`config.mk`:
```
export PLATFORM = sky130hd
export DESIGN_NAME = multicycle_ctrl
export DESIGN_NICKNAME = d
export VERILOG_FILES = /design/src/rtl/multicycle_ctrl.sv
export SDC_FILE = /design/constraint.sdc
export NUM_CORES = 1
export LEC_CHECK = 0
export ABC_AREA = 1
export CORE_MARGIN = 10
export CORE_UTILIZATION = 41
export DETAILED_ROUTE_END_ITERATION = 16
export GPL_TIMING_DRIVEN = 1
export PLACE_DENSITY = 0.82
export SLEW_MARGIN = 10
export SYNTH_ARGS = -nofsm -noshare
export SYNTH_HDL_FRONTEND = slang
export SYNTH_SLANG_ARGS = --single-unit
```
`constraint.sdc`:
```
create_clock -name clk -period 3.6 [get_ports clk]
set_input_delay 0.72 -clock clk [delete_from_list [all_inputs] [get_ports clk]]
set_output_delay 0.72 -clock clk [all_outputs]
set_load 0.05 [all_outputs]
```
`src/rtl/multicycle_ctrl.sv`:
```
// Main control FSM for the multicycle MIPS datapath.
// Sequences fetch/decode/execute/memory/writeback and drives all datapath controls.
module multicycle_ctrl (
    input  logic       clk,
    input  logic       reset,
    input  logic [5:0] op,
    input  logic       zero,
    input  logic       mem_ready,
    output logic       mem_req,
    output logic       mem_write,
    output logic       iord,
    output logic       ir_write,
    output logic       reg_dst,
    output logic       mem_to_reg,
    output logic       reg_write,
    output logic       alu_src_a,
    output logic [1:0] alu_src_b,
    output logic [1:0] alu_op,
    output logic [1:0] pc_src,
    output logic       pc_en,
    output logic       illegal_op,
    output logic       instr_done
);

    localparam logic [5:0] OP_R    = 6'b000000;
    localparam logic [5:0] OP_LW   = 6'b100011;
    localparam logic [5:0] OP_SW   = 6'b101011;
    localparam logic [5:0] OP_BEQ  = 6'b000100;
    localparam logic [5:0] OP_ADDI = 6'b001000;
    localparam logic [5:0] OP_J    = 6'b000010;

    typedef enum logic [3:0] {
        FETCH  = 4'd0,
        DECODE = 4'd1,
        MEMADR = 4'd2,
        MEMRD  = 4'd3,
        MEMWB  = 4'd4,
        MEMWR  = 4'd5,
        EXEC   = 4'd6,
        ALUWB  = 4'd7,
        BRANCH = 4'd8,
        ADDIEX = 4'd9,
        ADDIWB = 4'd10,
        JUMP   = 4'd11
    } state_t;

    state_t state_q, state_d;
    logic   pc_write;
    logic   branch;

    // State register; reset lands in FETCH.
    always_ff @(posedge clk) begin
        if (reset) begin
            state_q <= FETCH;
        end else begin
            state_q <= state_d;
        end
    end

    // Next-state and control decode; strobes are gated off while in reset.
    always_comb begin
        state_d    = FETCH;
        mem_req    = 1'b0;
        mem_write  = 1'b0;
        iord       = 1'b0;
        ir_write   = 1'b0;
        reg_dst    = 1'b0;
        mem_to_reg = 1'b0;
        reg_write  = 1'b0;
        alu_src_a  = 1'b0;
        alu_src_b  = 2'b00;
        alu_op     = 2'b00;
        pc_src     = 2'b00;
        illegal_op = 1'b0;
        instr_done = 1'b0;
        pc_write   = 1'b0;
        branch     = 1'b0;
        case (state_q)
            FETCH: begin
                mem_req   = 1'b1;
                alu_src_b = 2'b01;
                ir_write  = mem_ready;
                pc_write  = mem_ready;
                state_d   = mem_ready ? DECODE : FETCH;
            end
            DECODE: begin
                alu_src_b = 2'b11;
                case (op)
                    OP_LW, OP_SW: state_d = MEMADR;
                    OP_R:         state_d = EXEC;
                    OP_BEQ:       state_d = BRANCH;
                    OP_ADDI:      state_d = ADDIEX;
                    OP_J:         state_d = JUMP;
                    default: begin
                        illegal_op = 1'b1;
                        instr_done = 1'b1;
                        state_d    = FETCH;
                    end
                endcase
            end
            MEMADR: begin
                alu_src_a = 1'b1;
                alu_src_b = 2'b10;
                state_d   = (op == OP_LW) ? MEMRD : MEMWR;
            end
            MEMRD: begin
                mem_req = 1'b1;
                iord    = 1'b1;
                state_d = mem_ready ? MEMWB : MEMRD;
            end
            MEMWB: begin
                reg_write  = 1'b1;
                mem_to_reg = 1'b1;
                instr_done = 1'b1;
            end
            MEMWR: begin
                mem_req    = 1'b1;
                mem_write  = 1'b1;
                iord       = 1'b1;
                instr_done = mem_ready;
                state_d    = mem_ready ? FETCH : MEMWR;
            end
            EXEC: begin
                alu_src_a = 1'b1;
                alu_op    = 2'b10;
                state_d   = ALUWB;
            end
            ALUWB: begin
                reg_write  = 1'b1;
                reg_dst    = 1'b1;
                instr_done = 1'b1;
            end
            BRANCH: begin
                alu_src_a  = 1'b1;
                alu_op     = 2'b01;
                pc_src     = 2'b01;
                branch     = 1'b1;
                instr_done = 1'b1;
            end
            ADDIEX: begin
                alu_src_a = 1'b1;
                alu_src_b = 2'b10;
                state_d   = ADDIWB;
            end
            ADDIWB: begin
                reg_write  = 1'b1;
                instr_done = 1'b1;
            end
            JUMP: begin
                pc_src     = 2'b10;
                pc_write   = 1'b1;
                instr_done = 1'b1;
            end
            default: state_d = FETCH;
        endcase
        pc_en = pc_write | (branch & zero);
        if (reset) begin
            mem_req    = 1'b0;
            mem_write  = 1'b0;
            ir_write   = 1'b0;
            reg_write  = 1'b0;
            pc_en      = 1'b0;
            illegal_op = 1'b0;
            instr_done = 1'b0;
        end
    end

endmodule

```
Word-level counts from Yosys, hierarchy flattened
Index checks and enable logic that the tools add are counted.
{"block": "classes", "reduce_logical": 10, "eq_ne": 16, "n_mux": 29, "n_bitwise": 2}
{"operator": "4-bit case mux with 7 select lines", "n": 1}
{"operator": "4-bit case mux with 5 select lines", "n": 1}
{"operator": "1-bit 2-to-1 mux", "n": 19}
{"operator": "4-bit by 3-bit equality test with 1-bit output, second input constant", "n": 4}
{"operator": "4-bit equality test, second input constant", "n": 4}
{"operator": "6-bit equality test, second input constant", "n": 2}
{"operator": "3-bit 2-to-1 mux", "n": 3}
{"operator": "4-bit by 2-bit equality test with 1-bit output, second input constant", "n": 2}
{"operator": "2-bit case mux with 2 select lines", "n": 2}
{"operator": "6-bit by 2-bit equality test with 1-bit output, second input constant", "n": 1}
{"operator": "6-bit by 3-bit equality test with 1-bit output, second input constant", "n": 1}
{"operator": "6-bit by 4-bit equality test with 1-bit output, second input constant", "n": 1}
{"operator": "6-bit logical NOT", "n": 1}
{"operator": "2-bit case mux with 3 select lines", "n": 1}
{"operator": "2-bit OR reduction", "n": 3}
{"operator": "3-bit OR reduction", "n": 2}
{"operator": "6-bit OR reduction", "n": 1}
{"operator": "5-bit OR reduction", "n": 1}
{"operator": "4-bit by 1-bit equality test with 1-bit output, second input constant", "n": 1}
{"operator": "4-bit logical NOT", "n": 1}
{"operator": "4-bit OR reduction", "n": 1}
{"operator": "1-bit case mux with 3 select lines", "n": 1}
{"operator": "1-bit case mux with 2 select lines", "n": 1}
{"operator": "1-bit bitwise AND", "n": 1}
{"operator": "1-bit bitwise OR", "n": 1}
{"block": "word_totals", "out_inout_bits": 17, "inputBits": 10, "reg_bits": 4, "wordCells": 58}

Depth between registers and ports, before layout
{"block": "depth", "word_depth": 5, "ltp_mapped": 7, "depth_no_buf": 7}

Worst setup path after synthesis
No wires, ideal clock.
{"block": "synth_path", "kind": "input port to output port", "startpoint": "input op[1]", "endpoint": "output illegal_op", "t_required_ps": 2880, "path_slack_ps": 815, "arrival_ps": 2065, "cell_stages": 4, "path_buffers": 0, "cell_sequence": "nor2_1 > nand3_1 > nand3_2 > nor3_1"}
{"block": "synth_between", "elab_chain_len": 5, "elab_cells_between_ends": 10, "classes_between": "eq/ne: 5; mux: 3; reduce/logical: 2"}
{"element": "start, declared", "line": "6", "text": "input logic [5:0] op,"}
{"element": "6-bit equality test (tied with other cells)", "line": "88", "text": "case (op)"}
{"element": "6-bit OR reduction (no source line) (*)"}
{"element": "1-bit 2-to-1 mux (*)", "line": "88"}
{"element": "1-bit 2-to-1 mux (*)", "line": "78", "text": "case (state_q)"}
{"element": "1-bit 2-to-1 mux (*)", "line": "157", "text": "if (reset) begin"}
{"element": "end, declared", "line": "21", "text": "output logic illegal_op,"}
Mark *: on every way between the ends. The rest lies on a longest branch, timed or not.

Worst setup path after layout
{"block": "layout_path", "startpoint": "input reset", "endpoint": "output mem_req"}
{"block": "layout_between", "elab_chain_len": 1}
{"element": "start, declared", "line": "5", "text": "input logic reset,"}
{"element": "1-bit 2-to-1 mux", "line": "157"}
{"element": "end, declared", "line": "9", "text": "output logic mem_req,"}
Every way passes these cells.

==> flow_summary.toml <==
[logic_synthesis]
synth_nets = 115
synthAdderAreaFrac_pct = 0
synth_top_family_by_area = "simple AND/OR/NAND/NOR gates"
yosysTopAreaCell = "nor2_1"
synthCells = 105
synth_top_cells_by_area = "nor2_1 18%, nand2_1 15%, dfxtp_1 15%"
ys_seq_area_share_pct = 15.0
synth_seq_cells = 4
synthXorXnorAreaFrac_pct = 0
synth_top_area_share_pct = 17.6
postSynthAreaPerCell_um2 = 5.08
synthDistinctLibCells = 18
yosysWarnings = 0
synth.cell_area_um2 = 533
yosys.area_share.simple_pct = 61.0
synth_compound_area_share_pct = 9.15
yosys-mux-area-fraction_pct = 0

[cells_and_area]
n_antenna_cell = 0
largest_reg_flops = 4
drive_gt1_share_pct = 12.0
syn_to_final_growth_pct = 54.7
final_cells = 147
regMostFlops = "state_q"
layout.nets = 145
largestRegisters = "state_q (4)"
fillers = 117

[cts]
ctsResizeCount = 0
cts-buffers-inserted = 3
root_buffer = "clkbuf_4"
cts_hold_buf = 0
worst_skew_pair.late_latency_ns = 0.23
clockBufferDepth = 2
cts_tree = "done"
cts.sinks = 4
cts_max_level = 1
cts_setup_buffers = 0
clk_pin_slew_ns = 0.03

[run_status]
status = "finished, final reports clean"

[pwr]
irDropWorstVdd_mv = 0.195
p_leak_nw = 0.414
powerDensity_mw_per_mm2 = 196
finalPower_uw = 162

[worst_setup_path]
r2r_slack_ns = 2.39
arrival_ns = 2.36
crit_type = "input port to output port"
cp.required_ns = 2.88
startpoint_type = "input port"
crit_fanout = 10
end_kind = "output port"

[floorplan]
core_mm2 = 0.00117
pin_count = 27
rows = 12
die_area_mm2 = 0.00314
die_h_um = 56.1
initial_core_util_pct = 45.5
die_w_um = 56.1

[hold_path]
hold_path.class = "flip-flop to flip-flop"

[flow_run]
maxCapViolCount = 0

[place]
dp_hpwl_um = 1430
gp_congestion = 0.847
io_buffers = 26
dp.cells = 144
dpl_worst_slack_ns = 0.511

[timing]
worst_pin_slew_ns = 0.516
drv_slew = 0
worst_slack_ns = 0.520
slew_headroom_pct = 65.5
timing.final.crit_share_pct = 85.6
setup_viol = 0
hold_violations = 0
fin_skew_ns = 0.00113
min_period_ns = 3.08
max_freq_mhz = 325
rsz0062_at_grt = "no"
fin_tns_setup_ns = 0

[detailed_routing]
final_antenna_net_count = 0
drt_iter0_markers = 29
vias_per_cell = 4.80
dr_total_vias = 706
avgRoutedWirePerCell_um = 11.1
routed_wl_um = 1640
dr.pass1.iters = 4
drc_errors = 0

[grt]
grt_first_pass_wirelength_um = 2720
grt_pass1_vias = 602
grt-ovfl-total = 0
antenna_found_initial = 0
grt_max_degree = 11
grt_usage_pct = 10.3
==> routing by layer <==
metal / up-vias / track usage, % / share of wire [%]
met2: 27 / 15.7 / 45
li1: 384 / - / -
met1: 291 / 12.6 / 44
met3: 4 / 2.73 / 9.4
met4: 0 / 5.12 / 1.5
met5: - / 0 / 0
==> cell usage after synthesis <==
library cell / number
a21oi_1: 3
nor2_1: 25
o21ai_0: 3
a31oi_1: 1
nand4_1: 1
nor2_4: 3
nor2_2: 2
dfxtp_1: 4
buf_1: 1
inv_2: 4
nand2_2: 1
nand3_2: 1
nor3_1: 1
nand2_1: 22
o211ai_1: 1
inv_1: 16
nand3_1: 15
o21ai_1: 1
==> report_power, final <==
part | internal (mW) | leakage (nW) | switching, mW
logic | 0.0233 | 0.368 | 0.0384
clock network | 0.0371 | 0.0138 | 0.0161
registers | 0.0456 | 0.0325 | 0.00146
==> cells in the final DEF, fill, tap and decap left out, types with 2 or more instances in the layout <==
cell | netlist | routed
nor2_1 | 25 | 25
clkdlybuf4s50_1 | 0 | 24
nand2_1 | 22 | 22
inv_1 | 16 | 16
nand3_1 | 15 | 15
inv_2 | 4 | 4
dfxtp_1 | 4 | 4
nor2_4 | 3 | 3
o21ai_0 | 3 | 3
a21oi_1 | 3 | 3
clkbuf_4 | 0 | 3
nor2_2 | 2 | 2
buf_4 | 0 | 2
==> worst max-delay path, cell delays in order <==
cell,delay (ns)
clkdlybuf4s50_1,0.57
inv_1,0.14
o21ai_0,0.08
inv_1,0.05
clkdlybuf4s50_1,0.79
==> area by class of cell <==
type                    instances  area (um^2)  area share, %
clock buffers                   3         22.5           2.73
inverters                      20         75.1           9.10
multi-input cells              80          374           45.4
flip-flops and latches          4         80.1           9.71
well taps                      14         17.5           2.12
repair buffers                 26          255           31.0
==> kinds of logic after synthesis <==
| family | after synthesis |
|---|---|
| and+or+nand+nor | 71 |
| buffers and inverters | 21 |
| DFF | 4 |
| AOI/OAI and AO/OA | 9 |
==> stage by stage <==
step / hold WS (ns) / instance area [um^2] / util (%)
after CTS: 0.700 / 825 / 70.4
after global routing: 0.743 / 825 / 70.4
after global placement: 0.678 / 802 / 68.5
after detailed placement: 0.696 / 802 / 68.5
after floorplan: 0.618 / 533 / -
final: 0.696 / 825 / 70.4
==> path summary, 6_finish.rpt <==
kind | from | end | depth (start not counted)
min | state_q[2] | state_q[3] | 3
max reg2reg | state_q[2] | state_q[0] | 7
min reg2reg | state_q[2] | state_q[3] | 3
max | reset | mem_req | 5
No activity file was read; power rests on OpenSTA's default activity.
